`config.mk`:
```
export PLATFORM = sky130hd
export DESIGN_NAME = motion_bbox
export DESIGN_NICKNAME = d
export VERILOG_FILES = /design/src/rtl/motion_bbox.sv
export SDC_FILE = /design/constraint.sdc
export NUM_CORES = 1
export LEC_CHECK = 0
export CAP_MARGIN = 20
export CORE_MARGIN = 2
export CORE_UTILIZATION = 55
export DETAILED_ROUTE_END_ITERATION = 16
export PLACE_DENSITY = 0.89
export SLEW_MARGIN = 0
export SYNTH_ARGS = -nofsm -noshare
export SYNTH_HDL_FRONTEND = slang
export SYNTH_SLANG_ARGS = --single-unit
```
`constraint.sdc`:
```
create_clock -name clk -period 5.1 [get_ports clk]
set_input_delay 1.275 -clock clk [delete_from_list [all_inputs] [get_ports clk]]
set_output_delay 1.275 -clock clk [all_outputs]
set_load 0.005 [all_outputs]
```
`src/rtl/motion_bbox.sv`:
```
// motion_bbox: per-frame bounding box and foreground pixel count of the eroded motion mask.
// Define MOTION_BBOX_LATENCY_COMP_EN to shift coordinates back by the eroder latency (H_DELAY/V_DELAY).
module motion_bbox #(
   parameter int H_IMG_RES  = 640,
   parameter int V_IMG_RES  = 480,
   parameter int MIN_PIXELS = 16
`ifdef MOTION_BBOX_LATENCY_COMP_EN
   ,
   parameter int H_DELAY    = 3,
   parameter int V_DELAY    = 3
`endif
) (
   input  logic        clk,
   input  logic        rst_n,
   input  logic [10:0] hpos,
   input  logic [10:0] vpos,
   input  logic        in_pix,
   input  logic        res_ack,
   output logic        res_valid,
   output logic        res_found,
   output logic [10:0] bb_xmin,
   output logic [10:0] bb_xmax,
   output logic [10:0] bb_ymin,
   output logic [10:0] bb_ymax,
   output logic [18:0] pix_count,
   output logic        overrun
);

   localparam logic [10:0] H_RES    = 11'(H_IMG_RES);
   localparam logic [10:0] V_RES    = 11'(V_IMG_RES);
   localparam logic [10:0] H_LAST   = 11'(H_IMG_RES - 1);
   localparam logic [10:0] V_LAST   = 11'(V_IMG_RES - 1);
   localparam logic [18:0] MIN_CNT  = 19'(MIN_PIXELS);
   localparam logic [10:0] MIN_INIT = 11'h7FF;
   localparam logic [18:0] CNT_MAX  = 19'h7FFFF;

   typedef enum logic [1:0] {
      UNARMED = 2'd0,
      ACCUM   = 2'd1,
      REPORT  = 2'd2
   } state_t;

   state_t      state;
   state_t      state_nxt;

   logic        active;
   logic        arm_pix;
   logic        eof_pix;
   logic        take_pix;
   logic        load_init;
   logic        frame_found;

   logic [10:0] pix_x;
   logic [10:0] pix_y;

   logic [10:0] acc_xmin;
   logic [10:0] acc_xmax;
   logic [10:0] acc_ymin;
   logic [10:0] acc_ymax;
   logic [18:0] acc_cnt;

   logic [10:0] base_xmin;
   logic [10:0] base_xmax;
   logic [10:0] base_ymin;
   logic [10:0] base_ymax;
   logic [18:0] base_cnt;

   logic [10:0] nxt_xmin;
   logic [10:0] nxt_xmax;
   logic [10:0] nxt_ymin;
   logic [10:0] nxt_ymax;
   logic [18:0] nxt_cnt;

   // Frame arming and end-of-frame always use the raw raster counters.
   assign active  = (hpos < H_RES) && (vpos < V_RES);
   assign arm_pix = active && (hpos == 11'd0) && (vpos == 11'd0);
   assign eof_pix = active && (hpos == H_LAST) && (vpos == V_LAST);

`ifdef MOTION_BBOX_LATENCY_COMP_EN
   localparam logic [10:0] H_DLY  = 11'(H_DELAY);
   localparam logic [10:0] V_DLY  = 11'(V_DELAY);
   localparam logic [10:0] H_WRAP = 11'(H_IMG_RES - H_DELAY);
   localparam logic [10:0] V_WRAP = 11'(V_IMG_RES - V_DELAY);

   always_comb begin
      pix_x = (hpos < H_DLY) ? (hpos + H_WRAP) : (hpos - H_DLY);
      pix_y = (vpos < V_DLY) ? (vpos + V_WRAP) : (vpos - V_DLY);
   end
`else
   assign pix_x = hpos;
   assign pix_y = vpos;
`endif

   always_ff @(posedge clk) begin
      if (!rst_n) begin
         state <= UNARMED;
      end else begin
         state <= state_nxt;
      end
   end

   // REPORT accumulates its own pixel into fresh values so back-to-back frames lose nothing.
   always_comb begin
      state_nxt = state;
      take_pix  = 1'b0;
      load_init = 1'b0;
      unique case (state)
         UNARMED: begin
            if (arm_pix) begin
               take_pix  = 1'b1;
               load_init = 1'b1;
               state_nxt = eof_pix ? REPORT : ACCUM;
            end
         end
         ACCUM, REPORT: begin
            take_pix  = active;
            load_init = arm_pix || (state == REPORT);
            state_nxt = eof_pix ? REPORT : ACCUM;
         end
         default: begin
            state_nxt = UNARMED;
         end
      endcase
   end

   always_comb begin
      base_xmin = load_init ? MIN_INIT : acc_xmin;
      base_xmax = load_init ? 11'd0    : acc_xmax;
      base_ymin = load_init ? MIN_INIT : acc_ymin;
      base_ymax = load_init ? 11'd0    : acc_ymax;
      base_cnt  = load_init ? 19'd0    : acc_cnt;

      nxt_xmin = base_xmin;
      nxt_xmax = base_xmax;
      nxt_ymin = base_ymin;
      nxt_ymax = base_ymax;
      nxt_cnt  = base_cnt;

      if (take_pix && in_pix) begin
         if (pix_x < base_xmin) nxt_xmin = pix_x;
         if (pix_x > base_xmax) nxt_xmax = pix_x;
         if (pix_y < base_ymin) nxt_ymin = pix_y;
         if (pix_y > base_ymax) nxt_ymax = pix_y;
         if (base_cnt != CNT_MAX) nxt_cnt = base_cnt + 19'd1;
      end
   end

   always_ff @(posedge clk) begin
      if (!rst_n) begin
         acc_xmin <= MIN_INIT;
         acc_xmax <= 11'd0;
         acc_ymin <= MIN_INIT;
         acc_ymax <= 11'd0;
         acc_cnt  <= 19'd0;
      end else begin
         acc_xmin <= nxt_xmin;
         acc_xmax <= nxt_xmax;
         acc_ymin <= nxt_ymin;
         acc_ymax <= nxt_ymax;
         acc_cnt  <= nxt_cnt;
      end
   end

   assign frame_found = (acc_cnt >= MIN_CNT);

   // Handshake: the record is held while res_valid=1; res_ack sampled with res_valid=1
   // retires it and clears overrun. A REPORT always wins over a coincident ack
   // (res_valid stays 1, overrun cleared); a REPORT onto an unacked record sets overrun.
   always_ff @(posedge clk) begin
      if (!rst_n) begin
         res_valid <= 1'b0;
         res_found <= 1'b0;
         bb_xmin   <= 11'd0;
         bb_xmax   <= 11'd0;
         bb_ymin   <= 11'd0;
         bb_ymax   <= 11'd0;
         pix_count <= 19'd0;
         overrun   <= 1'b0;
      end else if (state == REPORT) begin
         res_valid <= 1'b1;
         res_found <= frame_found;
         bb_xmin   <= frame_found ? acc_xmin : 11'd0;
         bb_xmax   <= frame_found ? acc_xmax : 11'd0;
         bb_ymin   <= frame_found ? acc_ymin : 11'd0;
         bb_ymax   <= frame_found ? acc_ymax : 11'd0;
         pix_count <= acc_cnt;
         if (res_valid) begin
            overrun <= !res_ack;
         end
      end else if (res_valid && res_ack) begin
         res_valid <= 1'b0;
         overrun   <= 1'b0;
      end
   end

endmodule

```
==> impl_metrics.yaml, run 1 <==
status:
  status: "finished clean"
sta:
  rsz0062_at_grt: "no"
  setup_viol: 0
  finClkSkew_ns: 0.006933
  hold_viol_final: 0
  slew_viol_final: 0
  max_clock_freq_mhz: 210.0
  tightest_slew_ns: 0.9008
  timing.hold.ws_ns: 0.4902
  fin_ws_ns: 0.3386
  slew_headroom_pct: 39.94
  min_period_over_period_pct: 93.36
  period_needed_ns: 4.761
synth:
  synthArstFlopShare_pct: 0
  synth-seq-cells: 131
  synth_cell_types: 60
  ys_dominant_reg_cell: "dfxtp_1"
  syn_nets: 805
  synth_area_um2: 6449
  yosysSeqAreaShare_pct: 40.67
  syn_avg_cell_area_um2: 8.798
  synth_cells: 733
  yosys_warnings: 0
  synth_edf_count: 0
placement:
  pre_cts_ws_ns: -0.3331
  place.gp.congestion: 0.9048
  dpl.hpwl_um: 12510
  port_buffers: 91
cts:
  cts.sinks: 131
  cts_tree: "done"
  clk_latency_ns: 0.43
  cts_setup_buffers: 0
  postCtsHoldBufs: 0
  path_clk_slew_ns: 0.06
  clk_path_buf_depth: 2
  cts_root_buf: "clkbuf_16"
  htree_levels: 4
  cts_resized: 1
  numCtsBuffers: 17
layout:
  seqCellArea_um2: 2623
  fill_cells: 827
  area_delta_synth_final_pct: 28.87
  nets: 900
  antennaDiodeCount: 0
  drive_above_1_share_pct: 10.58
  multi_input_area_um2: 3596
  postLayoutCoreUtil_pct: 72.78
floorplan:
  pin_count: 92
  rows: 39
  die-area_um2: 12610
  initial_utilization_pct: 56.48
  dieWidth_um: 112.3
  core_area_um2: 11420
  die_h_um: 112.3
route:
  ant_nets: 0
  vias: 6311
  post-route-drc-count: 0
  routed_via_density: 6.414
  wirelength_um: 19140
  dr.pass1.iters: 5
  drt_iter0_drc: 591
  wire_per_inst_um: 19.45
flow_run:
  cap_violations: 0
global_route:
  use_met3_pct: 6.803
  grt_pass1_vias: 6299
  grt_start_max_net_pins: 88
  grt_pass1_wl_um: 30930
  grt_overflow: 0
  grt-busiest-layer: "met2"
  use_met1_pct: 38.11
  grtUsageTotal_pct: 30.40
  met2_usage_pct: 49.92
  antenna_found_initial: 0
worst_hold_path:
  worstHoldPathCells: 2
  hp-class: "reg -> reg"
worst_setup_path:
  crit_required_ns: 5.37
  start_kind: "input pin"
  crit_type: "in -> reg"
  cp-end-kind: "flip-flop"
  arrival_ns: 5.03
  cp_max_fo: 20
  reg2reg_depth: 14
power_and_ir_drop:
  ir_drop_mv: 0.2135
  p_leak_nw: 3.048
  powerDensity_nw_per_um2: 303.5
-- registers in the layout, indices dropped and copies added (netlist names) --
register,cells
acc_cnt,19
pix_count,19
acc_xmax,11
acc_xmin,11
acc_ymax,11
acc_ymin,11
bb_xmax,11
bb_xmin,11
bb_ymax,11
bb_ymin,11
state,2
overrun,1
res_found,1
res_valid,1
-- cell families after synthesis --
| family | after synthesis | synth area share, % |
|---|---|---|
| compound gates | 177 | 19.54 |
| fa+ha+maj | 46 | 8.925 |
| mux | 31 | 4.812 |
| xor+xnor | 2 | 0.2717 |
| simple gates | 279 | 21.77 |
| flops | 131 | 40.67 |
| buf+inv | 67 | 4.016 |
-- stage by stage --
stage	cell area (um2)	instances	TNS [ns]	power (mW)
CTS	8283	983	0	2.517
floorplan	6449	733	0	1.113
global placement	7627	951	0	1.176
detailed placement	7627	951	-2.973	1.181
finish	8310	984	0	2.523
global route	8310	984	0	2.580
-- report_power, final --
group / leakage [nW] / internal [mW] / total, mW / switching, mW
clock: 0.326 / 0.900 / 1.36 / 0.456
sequential: 1.06 / 1.03 / 1.03 / 0.00135
combinational: 1.67 / 0.0555 / 0.140 / 0.0844
total: 3.05 / 1.98 / 2.52 / 0.541
-- Yosys cell counts, types with 2 or more instances --
| library cell | number | area share, % |
|---|---|---|
| a41oi_1 | 2 | 0.27 |
| buf_1 | 7 | 0.41 |
| nor3_1 | 31 | 2.4 |
| o311ai_0 | 2 | 0.27 |
| a31o_2 | 9 | 1.2 |
| buf_2 | 6 | 0.47 |
| nor2_1 | 103 | 6.0 |
| dfxtp_1 | 131 | 41 |
| nor2b_1 | 3 | 0.29 |
| o21a_1 | 6 | 0.70 |
| mux2i_1 | 31 | 4.8 |
| nand4_1 | 25 | 2.4 |
| o21ai_0 | 23 | 1.8 |
| and2_1 | 7 | 0.68 |
| xnor2_1 | 2 | 0.27 |
| a32oi_1 | 9 | 1.2 |
| a31oi_1 | 2 | 0.19 |
| nand2_1 | 49 | 2.9 |
| and4_1 | 4 | 0.54 |
| or3_1 | 6 | 0.58 |
| or4_1 | 8 | 0.93 |
| a21oi_1 | 29 | 2.3 |
| inv_1 | 18 | 1.0 |
| clkbuf_1 | 35 | 2.0 |
| nor4_4 | 2 | 0.66 |
| nor4_1 | 5 | 0.49 |
| ha_1 | 46 | 8.9 |
| nand3_1 | 22 | 1.7 |
| o2111ai_1 | 2 | 0.27 |
| a22oi_1 | 45 | 5.2 |
| a21o_1 | 5 | 0.58 |
| a211oi_1 | 9 | 1.0 |
| and3_1 | 4 | 0.39 |
| o31ai_1 | 5 | 0.58 |
| o21ai_1 | 5 | 0.39 |
| nor4_2 | 2 | 0.39 |
| o31a_1 | 2 | 0.27 |
| a21boi_0 | 9 | 1.0 |
-- cells in the final DEF (no fill, tap or decap), types with 8 or more instances in the layout --
cell	netlist	routed
a22oi_1	45	45
clkdlybuf4s50_1	0	91
nand4_1	25	25
nor2_1	103	103
nand3_1	22	22
inv_1	18	18
a31o_2	9	9
nor3_1	31	30
mux2i_1	31	31
or4_1	8	8
dfxtp_1	131	131
a211oi_1	9	8
a32oi_1	9	9
o21ai_0	23	23
a21boi_0	9	9
clkbuf_16	0	17
nand2_1	49	49
buf_4	0	31
ha_1	46	46
a21oi_1	29	29
-- worst max-delay path, stage by stage --
cell and delay [ns]:
clkdlybuf4s50_1 0.46, nor4_2 0.42, nand4_1 0.31, o31ai_4 0.36
buf_12 0.20, nor2_1 0.05, ha_1 0.32, a21oi_1 0.18
o21ai_0 0.10, a22oi_1 0.19, o311ai_0 0.25, nor3_2 0.65
a32oi_1 0.23
-- layer usage --
layer	share of wire [%]	up-vias	routed length, um
li1	-	2916	-
met1	40	2988	7608
met2	48	329	9210
met3	8.4	78	1617
met4	3.7	0	702
met5	0	-	0
-- cell type report --
cell class | instances | share of cell area, %
inverter | 19 | 0.8582
sequential | 131 | 31.56
tap | 143 | 2.153
multi-input combinational | 535 | 43.27
clock inverter | 11 | 2.168
timing repair buffer | 124 | 14.33
clock buffer | 21 | 5.661
-- final timing paths --
path,to,start,slack [ns]
min,acc_xmax[10]$_SDFF_PN0_,acc_xmax[10]$_SDFF_PN0_,0.49
max reg2reg,acc_xmax[8]$_SDFF_PN0_,state[0]$_SDFFE_PN0P_,1.65
max,acc_ymin[1]$_SDFF_PN1_,vpos[8],0.34
min reg2reg,acc_xmax[10]$_SDFF_PN0_,acc_xmax[10]$_SDFF_PN0_,0.49
Power figures use the tool's default switching activity.
==> run 2, diff against run 1 <==
Settings changed: DONT_BUFFER_PORTS set to 1, PLACE_DENSITY 0.89 to 0.79.
==> run 2 against run 1 <==
Clock-buffer cell count up 2. Register-to-register slack worse by 0.05 ns. Routed wire length down 13%. Clock power down 15%. Flip-flop and latch count unchanged. Combinational power down 44%. Sequential share of layout area up 5.2 points. Total power down 11%. Maximum frequency up 15%. Setup slack better by 0.62 ns. First-iteration DRC count down 36%.
==> impl_metrics.yaml, run 2 (synthesis gave the netlist of run 1 again) <==
sta:
  min_period_over_period_pct: 81.23
  finalSetupTns_ns: 0
  rsz0062_at_grt: "no"
  period_needed_ns: 4.143
  setup_viol: 0
  hold_viol_final: 0
  finClkSkew_ns: 0.01041
  max_clock_freq_mhz: 241.4
  tightest_slew_ns: 0.9124
  slew_viol_final: 0
  slew_headroom_pct: 39.18
layout:
  fill_cells: 956
  layout_commonest_cell: "dfxtp_1"
  antennaDiodeCount: 0
  drive_above_1_share_pct: 8.916
  area_delta_synth_final_pct: 10.55
  nets: 788
  final_cell_mix: "131 x dfxtp_1, 103 x nor2_1, 49 x nand2_1"
  reg_top3: "acc_cnt x19, pix_count x19"
floorplan:
  rows: 39
  dieWidth_um: 112.3
  die-area_um2: 12610
  initial_utilization_pct: 56.48
  core_area_um2: 11420
  die_h_um: 112.3
  pin_count: 92
cts:
  numCtsBuffers: 17
  postCtsHoldBufs: 0
  path_clk_slew_ns: 0.06
  cts_resized: 0
  cts.sinks: 131
  cts_setup_buffers: 0
  cts_root_buf: "clkbuf_16"
  clk_path_buf_depth: 2
  clk_latency_ns: 0.42
  cts_tree: "done"
  htree_levels: 4
placement:
  dpl.hpwl_um: 11540
  place.gp.congestion: 0.9359
  port_buffers: 0
route:
  wirelength_um: 16720
  drt_iter0_drc: 380
  routed_via_density: 6.448
  post-route-drc-count: 0
  dr.pass1.iters: 5
  ant_nets: 0
  vias: 5623
  wire_per_inst_um: 19.17
power_and_ir_drop:
  ir_drop_mv: 0.2676
  p_leak_nw: 2.561
  powerDensity_nw_per_um2: 316.2
  total_power_mw: 2.254
worst_setup_path:
  cp_top_family: "compound AO/OA/AOI/OAI gates"
  cp.buffers_inverters: 1
  slowest_stage: "o2111ai_1"
  max_stage_delay_ns: 0.49
  crit_type: "in -> reg"
  arrival_ns: 4.43
  cp-end-kind: "flip-flop"
  critical_path.cell_chain: "nor4_2, nand3_4, o31ai_4, buf_4, nor2_1, ha_1, a211oi_1, o21ai_0, a211oi_1, o2111ai_1, nor3_1, o21ai_0"
  start_kind: "input pin"
  cp_max_fo: 16
  crit_required_ns: 5.39
global_route:
  grt_pass1_wl_um: 27300
  grtUsageTotal_pct: 26.64
  grt_pass1_vias: 5403
  antenna_found_initial: 0
  grt_overflow: 0
  grt_start_max_net_pins: 54
worst_hold_path:
  hp-class: "reg -> reg"
status:
  status: "finished clean"
flow_run:
  cap_violations: 0
[run 2: cell count changes in the layout (fill, tap and decap cells not counted), moves of 2 or more]
cell,change
clkbuf_1,+2
bufinv_16,-4
clkdlybuf4s50_1,-91
buf_4,-21
clkinv_2,-2
clkinvlp_4,+4
[run 2: area by class of cell]
type / count / area [um2] / area share (%)
flip-flops and latches: 131 / 2623 / 36.78
well taps: 143 / 178.9 / 2.510
clock inverters: 9 / 80.08 / 1.123
clock buffers: 23 / 478.0 / 6.704
inverters: 19 / 71.32 / 1.000
repair buffers: 12 / 107.6 / 1.509
multi-input cells: 535 / 3591 / 50.37
[run 2: path summary, 6_finish.rpt]
check                                  to               startpoint  slack, ns  cells past startpoint
hold / removal    acc_xmax[10]$_SDFF_PN0_  acc_xmax[10]$_SDFF_PN0_       0.48                      2
hold reg to reg   acc_xmax[10]$_SDFF_PN0_  acc_xmax[10]$_SDFF_PN0_       0.48                      2
setup reg to reg   acc_xmax[7]$_SDFF_PN0_    state[0]$_SDFFE_PN0P_       1.60                     14
setup / recovery   acc_xmin[8]$_SDFF_PN1_                  hpos[5]       0.96                     12
[run 2: routing by layer]
metal  part of all wire [%]  global-route usage (%)
met4                    1.7                   9.919
met1                     42                   33.28
met2                     50                   44.74
met5                      0                       0
met3                    6.9                   6.587
[run 2: where the power goes]
part	internal [mW]	switching, mW
clock	0.705	0.444
combinational	0.0291	0.0494
sequential	1.03	0.00122
[run 2: through the flow]
step	utilization (%)	hold WS, ns	cell area, um2	cells	setup WS, ns
after CTS	62.15	0.4875	7097	870	0.8604
after global routing	62.44	0.4858	7129	872	0.7555
after detailed placement	57.27	0.4779	6539	838	0.4366
after global placement	57.27	0.4675	6539	838	0.6050
after floorplan	-	0.4229	6449	733	0.7378
final	62.44	0.4805	7129	872	0.9574
[run 2: tightest hold or removal path, stage by stage, from the launching register on]
cell     delay, ns
dfxtp_1       0.34
nand2_1       0.07
nor2_1        0.03
